### src/rtl/sync_fifo_ctrl_if.sv
// Stream-side bundle of the synchronous FIFO controller: request/flush
// controls and write data from the producer/consumer, read data plus
// occupancy and error flags from the FIFO.
interface sync_fifo_ctrl_if #(
    parameter int DATA_WIDTH = 32,
    parameter int ADDR_BITS  = 4
);
    logic                  en;
    logic                  clear;
    logic                  wr_req;
    logic                  rd_req;
    logic [DATA_WIDTH-1:0] data_in;
    logic [DATA_WIDTH-1:0] data_out;
    logic                  full;
    logic                  almost_full;
    logic                  empty;
    logic                  almost_empty;
    logic [ADDR_BITS:0]    usedw;
    logic                  overflow;
    logic                  underflow;

    // Client side: drives requests and data, observes the FIFO.
    modport master (
        output en, clear, wr_req, rd_req, data_in,
        input  data_out, full, almost_full, empty, almost_empty,
               usedw, overflow, underflow
    );

    // FIFO side.
    modport slave (
        input  en, clear, wr_req, rd_req, data_in,
        output data_out, full, almost_full, empty, almost_empty,
               usedw, overflow, underflow
    );
endinterface

### src/rtl/sync_fifo_ctrl.sv
// Single-clock register-array FIFO with standard or first-word-fall-through
// read mode, threshold flags, sticky overflow/underflow and synchronous flush.
module sync_fifo_ctrl #(
    parameter int DATA_WIDTH = 32,
    parameter int ADDR_BITS  = 4,
    parameter int FWFT       = 0,
    parameter int AF_THRESH  = 2**ADDR_BITS - 2,
    parameter int AE_THRESH  = 2
) (
    input logic            clk,
    input logic            rst,
    sync_fifo_ctrl_if.slave bus
);
    localparam int FIFO_DEPTH = 2**ADDR_BITS;
    localparam logic [ADDR_BITS:0] DEPTH_CNT = (ADDR_BITS+1)'(FIFO_DEPTH);
    localparam logic [ADDR_BITS:0] AF_CNT    = (ADDR_BITS+1)'(AF_THRESH);
    localparam logic [ADDR_BITS:0] AE_CNT    = (ADDR_BITS+1)'(AE_THRESH);

    logic [DATA_WIDTH-1:0] mem [FIFO_DEPTH];
    logic [ADDR_BITS-1:0]  wr_ptr, rd_ptr;
    logic [ADDR_BITS:0]    usedw_q, usedw_nxt;
    logic                  full_q, af_q, empty_q, ae_q;
    logic                  ovf_q, unf_q;
    logic                  flush, op_ok, rd_ok, wr_ok;

    // Request qualification and next occupancy.
    // NOTE: every always_comb output gets a default first so no path can infer a latch.
    always_comb begin
        flush     = bus.en & bus.clear;
        op_ok     = bus.en & ~bus.clear;
        rd_ok     = op_ok & bus.rd_req & ~empty_q;
        // A pop in the same cycle frees a slot, so a full FIFO still takes the write.
        wr_ok     = op_ok & bus.wr_req & (~full_q | rd_ok);
        usedw_nxt = usedw_q;
        if (flush)
            usedw_nxt = '0;
        else if (wr_ok && !rd_ok)
            usedw_nxt = usedw_q + 1'b1;
        else if (rd_ok && !wr_ok)
            usedw_nxt = usedw_q - 1'b1;
    end

    // Pointers, count, registered flags and sticky errors; en = 0 freezes all of it.
    // NOTE: sequential state uses non-blocking assignments so every register samples pre-edge values.
    always_ff @(posedge clk or negedge rst) begin
        if (!rst) begin
            wr_ptr  <= '0;
            rd_ptr  <= '0;
            usedw_q <= '0;
            full_q  <= 1'b0;
            af_q    <= 1'b0;
            empty_q <= 1'b1;
            ae_q    <= 1'b1;
            ovf_q   <= 1'b0;
            unf_q   <= 1'b0;
        end else if (bus.en) begin
            // Flags derive from the next count so they line up with usedw.
            usedw_q <= usedw_nxt;
            full_q  <= (usedw_nxt == DEPTH_CNT);
            af_q    <= (usedw_nxt >= AF_CNT);
            empty_q <= (usedw_nxt == '0);
            ae_q    <= (usedw_nxt <= AE_CNT);
            if (bus.clear) begin
                wr_ptr <= '0;
                rd_ptr <= '0;
                ovf_q  <= 1'b0;
                unf_q  <= 1'b0;
            end else begin
                if (wr_ok) wr_ptr <= wr_ptr + 1'b1;
                if (rd_ok) rd_ptr <= rd_ptr + 1'b1;
                if (bus.wr_req && full_q && !rd_ok) ovf_q <= 1'b1;
                if (bus.rd_req && empty_q)          unf_q <= 1'b1;
            end
        end
    end

    // Storage write port.
    // NOTE: the array is deliberately not reset; its contents are never visible before being written.
    always_ff @(posedge clk) begin
        if (wr_ok) mem[wr_ptr] <= bus.data_in;
    end

    generate
        if (FWFT != 0) begin : g_fwft
            // Head word is shown directly; empty forces zero so flush/reset read back 0.
            assign bus.data_out = empty_q ? '0 : mem[rd_ptr];
        end else begin : g_std
            logic [DATA_WIDTH-1:0] dout_q;

            // Registered read port: loads on an accepted pop, otherwise holds.
            always_ff @(posedge clk or negedge rst) begin
                if (!rst)
                    dout_q <= '0;
                else if (flush)
                    dout_q <= '0;
                else if (rd_ok)
                    dout_q <= mem[rd_ptr];
            end

            assign bus.data_out = dout_q;
        end
    endgenerate

    assign bus.usedw        = usedw_q;
    assign bus.full         = full_q;
    assign bus.almost_full  = af_q;
    assign bus.empty        = empty_q;
    assign bus.almost_empty = ae_q;
    assign bus.overflow     = ovf_q;
    assign bus.underflow    = unf_q;
endmodule
### src/flat_wrapper.sv
// flat-port wrapper written by rule: the top's interface ports become plain ports
module sync_fifo_ctrl_flat 
#(
    parameter int DATA_WIDTH = 32,
    parameter int ADDR_BITS  = 4,
    parameter int FWFT       = 0,
    parameter int AF_THRESH  = 2**ADDR_BITS - 2,
    parameter int AE_THRESH  = 2
)
  (clk, rst, bus_en, bus_clear, bus_wr_req, bus_rd_req, bus_data_in, bus_data_out, bus_full, bus_almost_full, bus_empty, bus_almost_empty, bus_usedw, bus_overflow, bus_underflow);
  sync_fifo_ctrl_if #(.DATA_WIDTH(DATA_WIDTH), .ADDR_BITS(ADDR_BITS)) bus_i ();
  input logic clk;
  input logic rst;
  input wire logic [$bits(bus_i.en)-1:0] bus_en;
  input wire logic [$bits(bus_i.clear)-1:0] bus_clear;
  input wire logic [$bits(bus_i.wr_req)-1:0] bus_wr_req;
  input wire logic [$bits(bus_i.rd_req)-1:0] bus_rd_req;
  input wire logic [$bits(bus_i.data_in)-1:0] bus_data_in;
  output wire logic [$bits(bus_i.data_out)-1:0] bus_data_out;
  output wire logic [$bits(bus_i.full)-1:0] bus_full;
  output wire logic [$bits(bus_i.almost_full)-1:0] bus_almost_full;
  output wire logic [$bits(bus_i.empty)-1:0] bus_empty;
  output wire logic [$bits(bus_i.almost_empty)-1:0] bus_almost_empty;
  output wire logic [$bits(bus_i.usedw)-1:0] bus_usedw;
  output wire logic [$bits(bus_i.overflow)-1:0] bus_overflow;
  output wire logic [$bits(bus_i.underflow)-1:0] bus_underflow;
  assign bus_i.en = bus_en;
  assign bus_i.clear = bus_clear;
  assign bus_i.wr_req = bus_wr_req;
  assign bus_i.rd_req = bus_rd_req;
  assign bus_i.data_in = bus_data_in;
  assign bus_data_out = bus_i.data_out;
  assign bus_full = bus_i.full;
  assign bus_almost_full = bus_i.almost_full;
  assign bus_empty = bus_i.empty;
  assign bus_almost_empty = bus_i.almost_empty;
  assign bus_usedw = bus_i.usedw;
  assign bus_overflow = bus_i.overflow;
  assign bus_underflow = bus_i.underflow;
  sync_fifo_ctrl #(.DATA_WIDTH(DATA_WIDTH), .ADDR_BITS(ADDR_BITS), .FWFT(FWFT), .AF_THRESH(AF_THRESH), .AE_THRESH(AE_THRESH)) u_core (.clk(clk), .rst(rst), .bus(bus_i));
endmodule
### config.mk
export PLATFORM = sky130hd
export DESIGN_NAME = sync_fifo_ctrl_flat
export DESIGN_NICKNAME = d
export VERILOG_FILES = /design/src/rtl/sync_fifo_ctrl_if.sv /design/src/rtl/sync_fifo_ctrl.sv /design/src/flat_wrapper.sv
export SDC_FILE = /design/constraint.sdc
export NUM_CORES = 1
export LEC_CHECK = 0
export BUFFER_PORTS_ARGS = -buffer_cell sky130_fd_sc_hd__buf_2
export CORE_MARGIN = 3
export CORE_UTILIZATION = 30
export CTS_BUF_LIST = sky130_fd_sc_hd__clkbuf_16
export DETAILED_ROUTE_END_ITERATION = 10
export HOLD_SLACK_MARGIN = 0.08
export MAX_ROUTING_LAYER = met4
export SLEW_MARGIN = 40
export SYNTH_ARGS = -nofsm -noshare
export SYNTH_HDL_FRONTEND = slang
export SYNTH_SLANG_ARGS = --single-unit
### constraint.sdc
create_clock -name clk -period 3.7 [get_ports clk]
set_input_delay 0.74 -clock clk [delete_from_list [all_inputs] [get_ports clk]]
set_output_delay 0.74 -clock clk [all_outputs]
set_load 0.02 [all_outputs]
==> key figures <==
Detailed routing
  – DR vias/cell: around 4.8
  – Starting DRT DRC Count: ~630
  – DRC: 0
  – Router iterations before antenna repair: 5
  – DR WL/cell: 21.90 microns
  – Via count: around 10000
  – Final ANT Viol Nets: 0
  – Total wire length: approximately 46 mm

STA
  – RSZ-0062 raised after global routing: no
  – Final WS setup: between 0.9 and 1 ns
  – Final Hold Vio Count: 0
  – FMAX: roughly 370 MHz
  – Least-Margin Pin Slew: between 0.7 and 0.8 ns
  – Relative slew slack: between 40% and 50%
  – Fin. max-slew vios: 0
  – Layout Skew: 0.03102 ns
  – Final setup viols: 0
  – Final min period: ~2.7 ns
  – Tcrit/Tclk final: between 70% and 80%
  – Post-Route Hold Slack: roughly 0.12 ns

Clock network
  – CTS resizes: 0
  – TritonCTS clock tree: built
  – CTS Buf Count: 56
  – Hold_buf cts: 0
  – Htree depth: 2
  – Post-CTS setup buffer count: 0
  – CTS Root Cell: clkbuf_16
  – CTS Buffer Depth: 3
  – Latest clock arrival within the worst-skew pair: a little over 0.6 ns
  – CTS clk-pin slew, worst paths: ~0.07 ns
  – Clock Sink Count: between 500 and 600

Placed design
  – Routability cong.: 0.7470
  – Dpl hpwl: 27.06 mm
  – Number of port buffers: 80
  – Dpl ws: 0.6338 ns

Synth
  – Yosys warns: 0
  – Top FF cell, synth: edfxtp_1
  – Top-area cell type share of the netlist area: a little under three quarters
  – Post-Syn Nets: a little over 1000
  – Seq/Total Area, Yosys: just under 80%
  – Cells after Synth: a little under 1000
  – Number of synthesized flops with an enable pin: 512
  – Top cells by count, synth: edfxtp_1, mux4_2, nand2_1
  – Synth area leaders: edfxtp_1, mux4_2, dfrtp_1, nand2_1, o21ai_0
  – Most frequent cell after synthesis: edfxtp_1
  – #FFs+latches synth: 563
  – Async SR Flop Fraction: 9.059%
  – Largest area contributor in the netlist: edfxtp_1
  – Yosys cell types: 45
  – Post-Syn Area: ~22000 sq um
  – Syn Area/Cell: 21.90 sq um

Power and ir drop
  – Power Density: ~600 nW/um^2
  – VDD IR max: 376.1 uV
  – Leak Pwr: about 8.0 nW

Die
  – Core area: 70640 sq um
  – Die W: around 270 microns
  – Die Span Y: 274.3 microns
  – Starting density of the core: a little under a third
  – # rows: 97
  – IO Count: approximately 80
  – Die area: 75220 sq um

Critical path
  – RR Startpoint: u_core.bus.empty
  – CP Launch Type: flip-flop
  – R2r endpoint: u_core.mem[3][23]
  – Crit-path max FO: 32
  – R2R depth: 7
  – CP required: 3.93 ns
  – CP Data Arrival Time: ~3.0 ns
  – CP endpoint kind: flip-flop
  – Worst Path Class, Setup: flip-flop to flip-flop
  – R2r setup slk: roughly 0.97 ns

Finish
  – FF+latch area: about 17000 sq um
  – Multi-input gate area: around 4800 sq um
  – Layout area overhead: 17.16%
  – Nets@finish: around 1100
  – Filler cells: around 6500
  – Share of post-route cells with drive strength above 1: approximately a third

Global route
  – Initial antenna violation count: 6
  – GR Overflow Total: 0
  – Number of global-route vias before repair: 10520
  – First-pass GRT wire length: 69.51 mm
  – Pin count of the biggest net entering global routing: 58
  – GRT Util Overall: 12.69%

Worst hold path
  – Hold Path Class: input port to asynchronous set/reset pin

Run status
  – Status: completed

Job
  – Max Cap Viol: 0
[cell usage in the layout (no fill, tap or decap), types with 6 or more instances in the layout]
cell type,instances
inv_1,12
nor2_4,12
ha_1,7
nand2_1,82
clkbuf_16,56
nor2_1,10
diode_2,6
clkinv_2,16
clkinv_1,14
buf_12,9
dfrtp_1,45
edfxtp_1,512
buf_4,26
bufinv_16,6
o21ai_0,37
buf_2,80
mux4_2,160
[flip-flops by register name, indices dropped and copies added, names as in the netlist]
signal	cells
u_core.bus.almost_empty	1
u_core.wr_ptr	4
u_core.bus.underflow	1
u_core.bus.data_out	32
u_core.rd_ptr	4
u_core.bus.full	1
u_core.bus.empty	1
u_core.bus.almost_full	1
u_core.bus.usedw	5
u_core.bus.overflow	1
u_core.mem	512
[how the worst max path moves through the flow]
stage / start / end / cells after the start
4_1_cts: u_core.bus.empty / u_core.mem[3][23] / 7
3_3_place_gp: bus_rd_req / u_core.mem[0][15] / 8
2_1_floorplan: bus_rd_req / u_core.mem[1][0] / 8
3_5_place_dp: bus_rd_req / u_core.mem[0][15] / 8
6_report: u_core.bus.empty / u_core.mem[3][23] / 7
5_1_grt: u_core.bus.empty / u_core.mem[3][22] / 7
[where the power goes]
part	leakage (nW)	internal [W]	switching, W
registers	5.28	0.00712	0.000165
clock network	0.919	0.00319	0.00242
logic	1.81	0.000953	0.00101
[stage by stage]
| step | power [W] | instance area (sq um) | utilization, % | setup TNS [ns] | cells |
|---|---|---|---|---|---|
| final | 0.01487 | 25290 | 35.81 | 0 | 2096 |
| after global routing | 0.01546 | 25290 | 35.81 | 0 | 2096 |
| after CTS | 0.01508 | 25280 | 35.79 | 0 | 2090 |
| after detailed placement | 0.009441 | 23440 | 33.19 | 0 | 1985 |
| after global placement | 0.009416 | 23440 | 33.18 | 0 | 1985 |
| after floorplan | 0.008765 | 21600 | - | -41.35 | 986 |
[worst max-delay path: stages, from the launching register on]
cell and delay (ns):
dfstp_2 0.39, nand2b_1 0.25, o21ai_0 0.18, and3_1 0.33, and2b_1 0.27, nand2_1 0.27, nor3_4 0.19, buf_4 0.45
[metal layers]
metal / part of all wire [%] / global-route usage [%] / vias to the layer above / routed length [microns]
met2: 49 / 19.66 / 239 / 22290
met4: 1.6 / 2.766 / 0 / 724
li1: - / - / 4314 / -
met3: 6.2 / 3.203 / 59 / 2844
met1: 44 / 16.99 / 5437 / 20050
met5: 0 / - / - / 0
[kinds of logic after synthesis]
family / share of synthesized area [%]
adder cells (fa/ha/maj): 0.4057
AO/OA/AOI/OAI: 1.518
AND/OR/NAND/NOR: 2.625
XOR/XNOR: 0.2434
buffers and inverters: 1.240
flip-flops: 77.14
multiplexers: 16.83
[area by class of cell]
cell class | instances | area share (%)
antenna | 6 | 0.05936
tap | 940 | 4.650
timing repair buffer | 115 | 3.067
inverter | 7 | 0.1039
clock inverter | 49 | 1.726
clock buffer | 56 | 5.540
multi-input combinational | 360 | 18.97
sequential | 563 | 65.89
Note: power is estimated with default switching activity, not from simulation.
